<file path="src/rtl/cia_timer_ctrl.sv">
// cia_timer_ctrl -- CRA/CRB control-register sequencer for CIA timers A and B.
//
// Holds both control registers and derives the per-timer control bundles
// (start, count, force_load, toggle) consumed by the two cia_timer instances.
// All state advances only on the phi2_dn strobe; reset is synchronous, active-low.
//
// Optional feature macro: CIA_TIMER_CASCADE_EN
//   defined   : CRB INMODE 10/11 count timer A underflows (cascade).
//   undefined : CRB bit 6 is not stored (reads 0); modes 10/11 act as 00/01.
//
// Ports:
//   clk, res_n        clock, synchronous active-low reset
//   phi2_dn           one-clk strobe at PHI2 falling edge (state update enable)
//   cra_w, crb_w      control register write strobes (qualified by phi2_dn)
//   data[7:0]         register write data
//   cnt               synchronised CNT pin
//   ufl_a, ufl_b      timer underflow flags (combinational from the timers)
//   cra, crb          control register read values
//   ctrl_a, ctrl_b    timer control bundles
//   pbon_a, pbon_b    PB6/PB7 timer output enables
//   spmode, todin     CRA bits 6/7 pass-through
//   alarm             CRB bit 7 pass-through

package cia;
  typedef struct packed {
    logic start;
    logic count;
    logic force_load;
    logic toggle;
  } tctrl_t;
endpackage

module cia_timer_ctrl (
  input  logic        clk,
  input  logic        res_n,
  input  logic        phi2_dn,
  input  logic        cra_w,
  input  logic        crb_w,
  input  logic [7:0]  data,
  input  logic        cnt,
  input  logic        ufl_a,
  input  logic        ufl_b,
  output logic [7:0]  cra,
  output logic [7:0]  crb,
  output cia::tctrl_t ctrl_a,
  output cia::tctrl_t ctrl_b,
  output logic        pbon_a,
  output logic        pbon_b,
  output logic        spmode,
  output logic        todin,
  output logic        alarm
);

  // LOAD (bit 4) is a strobe, never stored.
  localparam logic [7:0] CRA_MASK = 8'hEF;
`ifdef CIA_TIMER_CASCADE_EN
  localparam logic [7:0] CRB_MASK = 8'hEF;
`else
  localparam logic [7:0] CRB_MASK = 8'hAF;
`endif

  logic [7:0] cra_q, cra_d;
  logic [7:0] crb_q, crb_d;
  logic       fl_a_q, fl_a_d;
  logic       fl_b_q, fl_b_d;
  logic       cnt_q, cnt_d;
  logic       cnt_rise_q, cnt_rise_d;
  logic       src_a, src_b;

  always_comb begin
    cra_d      = cra_q;
    crb_d      = crb_q;
    fl_a_d     = fl_a_q;
    fl_b_d     = fl_b_q;
    cnt_d      = cnt_q;
    cnt_rise_d = cnt_rise_q;
    if (phi2_dn) begin
      cnt_d      = cnt;
      cnt_rise_d = cnt & ~cnt_q;
      fl_a_d     = cra_w & data[4];
      fl_b_d     = crb_w & data[4];
      // A register write in the same strobe overrides one-shot auto-stop.
      if (cra_w) begin
        cra_d = data & CRA_MASK;
      end else if (ufl_a && cra_q[3]) begin
        cra_d[0] = 1'b0;
      end
      if (crb_w) begin
        crb_d = data & CRB_MASK;
      end else if (ufl_b && crb_q[3]) begin
        crb_d[0] = 1'b0;
      end
    end
  end

  always_ff @(posedge clk) begin
    if (!res_n) begin
      cra_q      <= '0;
      crb_q      <= '0;
      fl_a_q     <= 1'b0;
      fl_b_q     <= 1'b0;
      cnt_q      <= 1'b1;  // no spurious CNT edge straight after reset
      cnt_rise_q <= 1'b0;
    end else begin
      cra_q      <= cra_d;
      crb_q      <= crb_d;
      fl_a_q     <= fl_a_d;
      fl_b_q     <= fl_b_d;
      cnt_q      <= cnt_d;
      cnt_rise_q <= cnt_rise_d;
    end
  end

  always_comb begin
    src_a = cra_q[5] ? cnt_rise_q : 1'b1;
`ifdef CIA_TIMER_CASCADE_EN
    // Cascade modes use ufl_a combinationally: zero added latency into timer B.
    unique case (crb_q[6:5])
      2'b00:   src_b = 1'b1;
      2'b01:   src_b = cnt_rise_q;
      2'b10:   src_b = ufl_a;
      default: src_b = ufl_a & cnt_q;
    endcase
`else
    src_b = crb_q[5] ? cnt_rise_q : 1'b1;
`endif
  end

  always_comb begin
    ctrl_a.start      = cra_q[0];
    ctrl_a.count      = cra_q[0] & src_a;
    ctrl_a.force_load = fl_a_q;
    ctrl_a.toggle     = cra_q[2];
    ctrl_b.start      = crb_q[0];
    ctrl_b.count      = crb_q[0] & src_b;
    ctrl_b.force_load = fl_b_q;
    ctrl_b.toggle     = crb_q[2];
  end

  assign cra    = cra_q;
  assign crb    = crb_q;
  assign pbon_a = cra_q[1];
  assign pbon_b = crb_q[1];
  assign spmode = cra_q[6];
  assign todin  = cra_q[7];
  assign alarm  = crb_q[7];

endmodule

</file>
<file path="config.mk">
export PLATFORM = sky130hd
export DESIGN_NAME = cia_timer_ctrl
export DESIGN_NICKNAME = d
export VERILOG_FILES = /design/src/rtl/cia_timer_ctrl.sv
export SDC_FILE = /design/constraint.sdc
export NUM_CORES = 1
export LEC_CHECK = 0
export ABC_CLOCK_PERIOD_IN_PS = 1500
export CORE_MARGIN = 3
export CORE_UTILIZATION = 40
export DETAILED_ROUTE_END_ITERATION = 10
export PLACE_DENSITY = 0.89
export SYNTH_ARGS = -nofsm -noshare
export SYNTH_HDL_FRONTEND = slang
export SYNTH_SLANG_ARGS = --single-unit
export TNS_END_PERCENT = 20
</file>
<file path="constraint.sdc">
create_clock -name clk -period 1.5 [get_ports clk]
set_clock_uncertainty 0.2 [all_clocks]
set_input_delay 0.3 -clock clk [delete_from_list [all_inputs] [get_ports clk]]
set_output_delay 0.3 -clock clk [all_outputs]
set_load 0.01 [all_outputs]
</file>
======== Word-level counts from Yosys, hierarchy flattened ========
Index checks and enable logic that the tools add are counted.
word-level totals
  register bits ........................... 17
  bits of input ports ..................... 16
  output and inout port bits .............. 29
  logic and storage cells ................. 28
cells by class
  muxes and demuxes ....................... 6
  reduce and logical (&&, ||, !) cells .... 8
  bitwise logic cells ..................... 6
operators with widths
  operator             number
  AND reduction 2 bit  4
  2-to-1 mux 1 bit     6
  bitwise AND 1 bit    5
  nonzero test 2 bit   2
  logical AND 1 bit    2
  NOT 1 bit            1

======== Logic depth before layout (Yosys ltp) ========
Gate-level depths: netlist of the first run.
  depth in word-level cells ............... 3
  depth in mapped cells ................... 4

======== Worst setup path before layout of the first run ========
No wires, ideal clock.
  path kind ............................... reg-to-output
  start point ............................. register cra_q[0] (netlist: cra[0])
  end point ............................... output port ctrl_a[2] (netlist name)
  slack ................................... 0.287 ns
  stages on the path, launching flop included .. 2
  data arrival time ....................... 0.713 ns
  buffers on the path ..................... 0
  cell sequence ........................... dfxtp_1 -> a21boi_0
RTL lines
  element                   line  RTL
  start: declaration        62    logic [7:0] cra_q, cra_d;
  start signal: assignment  105   cra_q <= cra_d;
  end: declaration          45    output cia::tctrl_t ctrl_a,

======== Worst setup path after layout of the first run ========
  start point ............................. register cra_q[5] (netlist: cra[5])
  end point ............................... output port cra[5]
RTL lines
  element           line  RTL
  end: declaration  43    output logic [7:0] cra,
No word-level cell between the ends.

==> flow_metrics.py, run 1 <==
metrics = {
    "worst_setup_path": {
        "path_depth": 2,
        "reg2reg_depth": 4,
        "required_ps": 1000,
        "arrival_ps": 950,
        "cpPeakStageDelay_ps": 330,
        "crit-reg2reg-launch": "cnt_rise_q",
        "critPathCaptureType": "primary output",
        "reg2reg_to": "cnt_rise_q",
        "path_class": "register to primary output",
        "cp-startpoint": "cra[5]",
        "r2r_slack_ps": 490,
        "crit_chain": "buf_4 -> clkdlybuf4s15_1",
        "cp-start-kind": "register",
        "critPathTopFamily": "buffers and inverters",
        "crit_end": "cra[5]",
        "worst-path-max-fanout": 2,
        "crit_slowest_cell": "dfxtp_2",
        "path_buf_inv": 2,
    },
    "pwr": {
        "power.switching_uw": 228,
        "share_seq_of_total_power_pct": 53.3,
        "p_int_uw": 677,
        "power.density_nw_per_um2": 762,
        "swShare_pct": 25.2,
        "p_leak_nw": 0.567,
        "pwr-share-comb_pct": 20.8,
        "pwr-share-clk_pct": 25.9,
        "power_uw": 905,
        "ir_drop_uv": 575,
    },
    "clocking": {
        "clk_pin_slew_ps": 90,
        "cts_tree": "built",
        "h-tree-depth": 1,
        "cts_root_buf": "clkbuf_4",
        "numClockSinks": 17,
        "cts.hold.buffers_added": 0,
        "clock_path_buffers": 2,
        "cts_buffers": 3,
        "cts_setup_buffers": 0,
        "worstSkewPairLatency_ps": 280,
    },
    "finish": {
        "seq_area_sq_um": 342,
        "drive_above_1_share_pct": 18.5,
        "multi_input_area_sq_um": 338,
        "nets": 152,
        "antennaDiodeCount": 0,
        "mostFrequentLayoutCells": "dlygate4sd2_1 (18), dfxtp_1 (16), nand3_1 (15), clkdlybuf4s50_1 (15), nand2_1 (14)",
        "layout_commonest_cell": "dlygate4sd2_1",
        "nFillCells": 201,
        "area.growth.synth_to_final_pct": 43.8,
    },
    "detailed_routing": {
        "drt_first_pass_iters": 4,
        "drt_wl_total_microns": 1910,
        "viasPerCell": 4.71,
        "dr_wl_met2_microns": 1020,
        "m1WireLength_microns": 728,
        "highest_layer": "met3",
        "met3_length_microns": 154,
        "via_count": 753,
        "wl_per_cell_microns": 11.9,
        "postRouteAntennaNets": 0,
        "drtIter0Drc": 15,
        "drcViolationCount": 0,
    },
    "floorplanning": {
        "pin_count": 45,
        "design.core.area_sq_um": 1840,
        "die_area_sq_um": 2650,
        "initial_core_util_pct": 44.9,
        "die_y_microns": 51.4,
        "rows": 15,
        "dieWidth_microns": 51.4,
    },
    "status": {
        "status": "completed",
    },
    "yosys": {
        "synth-compound-area-share_pct": 18.5,
        "syn_area_sq_um": 826,
        "synthCells": 95,
        "muxShareOfSynthArea_pct": 1.21,
        "synth_adder_area_share_pct": 0,
        "syn_avg_cell_area_sq_um": 8.69,
        "async_flop_share_pct": 0,
        "synth_top_area_share_pct": 41.2,
        "synth_top_cell_by_area": "dfxtp_1",
        "ys_types": 17,
        "synth_simple_gate_area_share_pct": 19.8,
        "synth_ff_type": "dfxtp_1",
        "yosysWarnings": 0,
        "synth_top_family_by_area": "simple AND/OR/NAND/NOR gates",
        "ys_ff_latch": 17,
        "seq_area_frac_synth_pct": 41.2,
        "yosys-top-cells-area": "dfxtp_1 (41%), buf_4 (15%), nand3_1 (9.1%), a21boi_1 (8.2%), a21boi_0 (7.3%)",
        "synth_xor_xnor_area_share_pct": 0,
        "synth-edff-count": 0,
    },
    "run": {
        "maxCapViolations": 0,
    },
    "sta": {
        "fmaxAchievable_mhz": 688,
        "fin_tns_setup_ps": 0,
        "setup_violations": 0,
        "holdWs_ps": 272,
        "grt_setup_unrepaired": "false",
        "period_needed_ps": 1450,
        "maxSlewViolCount": 0,
        "hold_viol_final": 0,
        "min_period_over_period_pct": 96.9,
    },
    "grt": {
        "grtUsageTotal_pct": 15.2,
        "grt_first_pass_wirelength_microns": 3090,
        "overflow": 0,
        "grt_max_degree": 18,
        "grt_antenna_before_repair": 0,
        "first_global_vias": 745,
    },
    "min_path": {
        "min_path_type": "register to register",
    },
    "placement": {
        "numPortBuffers": 41,
        "place_congestion": 0.811,
        "place_hpwl_microns": 1590,
    },
}
## how the worst min path moves through the flow
stage	start	endpoint	slack (ps)	cells after the start
5_1_grt	fl_a_q	fl_a_q	300	2
3_5_place_dp	cnt_q	cnt_q	250	2
4_1_cts	fl_a_q	fl_a_q	270	2
2_1_floorplan	cnt	cnt_q	230	2
6_report	fl_a_q	fl_a_q	270	2
3_3_place_gp	cnt_q	cnt_q	240	2
## power groups by stage
stage / Combinational (mW) / Sequential [mW] / Clock (mW)
5_1_grt: 0.205 / 0.485 / 0.265
6_report: 0.188 / 0.482 / 0.235
2_1_floorplan: 0.0977 / 0.501 / 0
3_3_place_gp: 0.207 / 0.492 / 0
4_1_cts: 0.193 / 0.483 / 0.245
3_5_place_dp: 0.212 / 0.494 / 0
## worst register-to-register path, stage by stage (launching register included)
cell     delay [ps]
dfxtp_1         330
inv_1            60
buf_4           130
o21ai_1         120
and2_1          130
## timing repair
item	in CTS	in global routing
endpoints found under the setup margin	26	7
resized for setup	40	6
pin swaps	0	2
## synth_stat cells, types with 2 or more instances
library cell  number
a21boi_0           8
a21boi_1           9
a21oi_1            2
buf_4             16
buf_6              2
dfxtp_1           17
inv_1              2
nand2_1           14
nand2_4            2
nand3_1           15
o21ai_0            2
## sequential cells by signal, summed over array words and instances, names as in the netlist
name and cells:
cnt_rise_q 1, fl_b_q 1, fl_a_q 1, cnt_q 1, cra 7, crb 6
## cells by family (layout without fill, tap and decap cells)
logic type,after synthesis,in the layout
buffers and inverters,21,59
flip-flops,17,17
AND/OR/NAND/NOR,33,33
multiplexers,1,1
other,1,3
AO/OA/AOI/OAI,22,22
## per-layer routing
layer  global-route usage (%)  vias to the layer above
li1                         -                      382
met1                     16.6                      344
met2                     29.4                       27
met3                     3.50                        0
met4                     2.62                        0
met5                        0                        -
## cell type report
class / instances / share of cell area (%)
well taps: 25 / 2.63
flip-flops and latches: 17 / 28.8
inverters: 2 / 0.632
repair buffers: 53 / 37.3
multi-input cells: 59 / 28.5
clock buffers: 4 / 2.21
## through the flow
stage                     area, sq um  util (%)  worst slack, ps  std cells
after global placement           1220      66.2            -71.0        156
after floorplan                   833         -              287         97
after detailed placement         1220      66.2             -119        156
final                            1190      64.6             47.0        160
after global routing             1190      64.6             1.45        160
after CTS                        1210      65.9            -14.2        160
Note: power is estimated with default switching activity, not from simulation.
==> inputs of run 2 (changes only) <==
--- a/config.mk
+++ b/config.mk
@@ -10,6 +10,7 @@
 export CORE_UTILIZATION = 40
 export DETAILED_ROUTE_END_ITERATION = 10
 export PLACE_DENSITY = 0.89
+export SLEW_MARGIN = 20
 export SYNTH_ARGS = -nofsm -noshare
 export SYNTH_HDL_FRONTEND = slang
 export SYNTH_SLANG_ARGS = --single-unit
==> results of run 2 <==
Same layout as run 1: the final DEF is identical, and so are final timing and power.
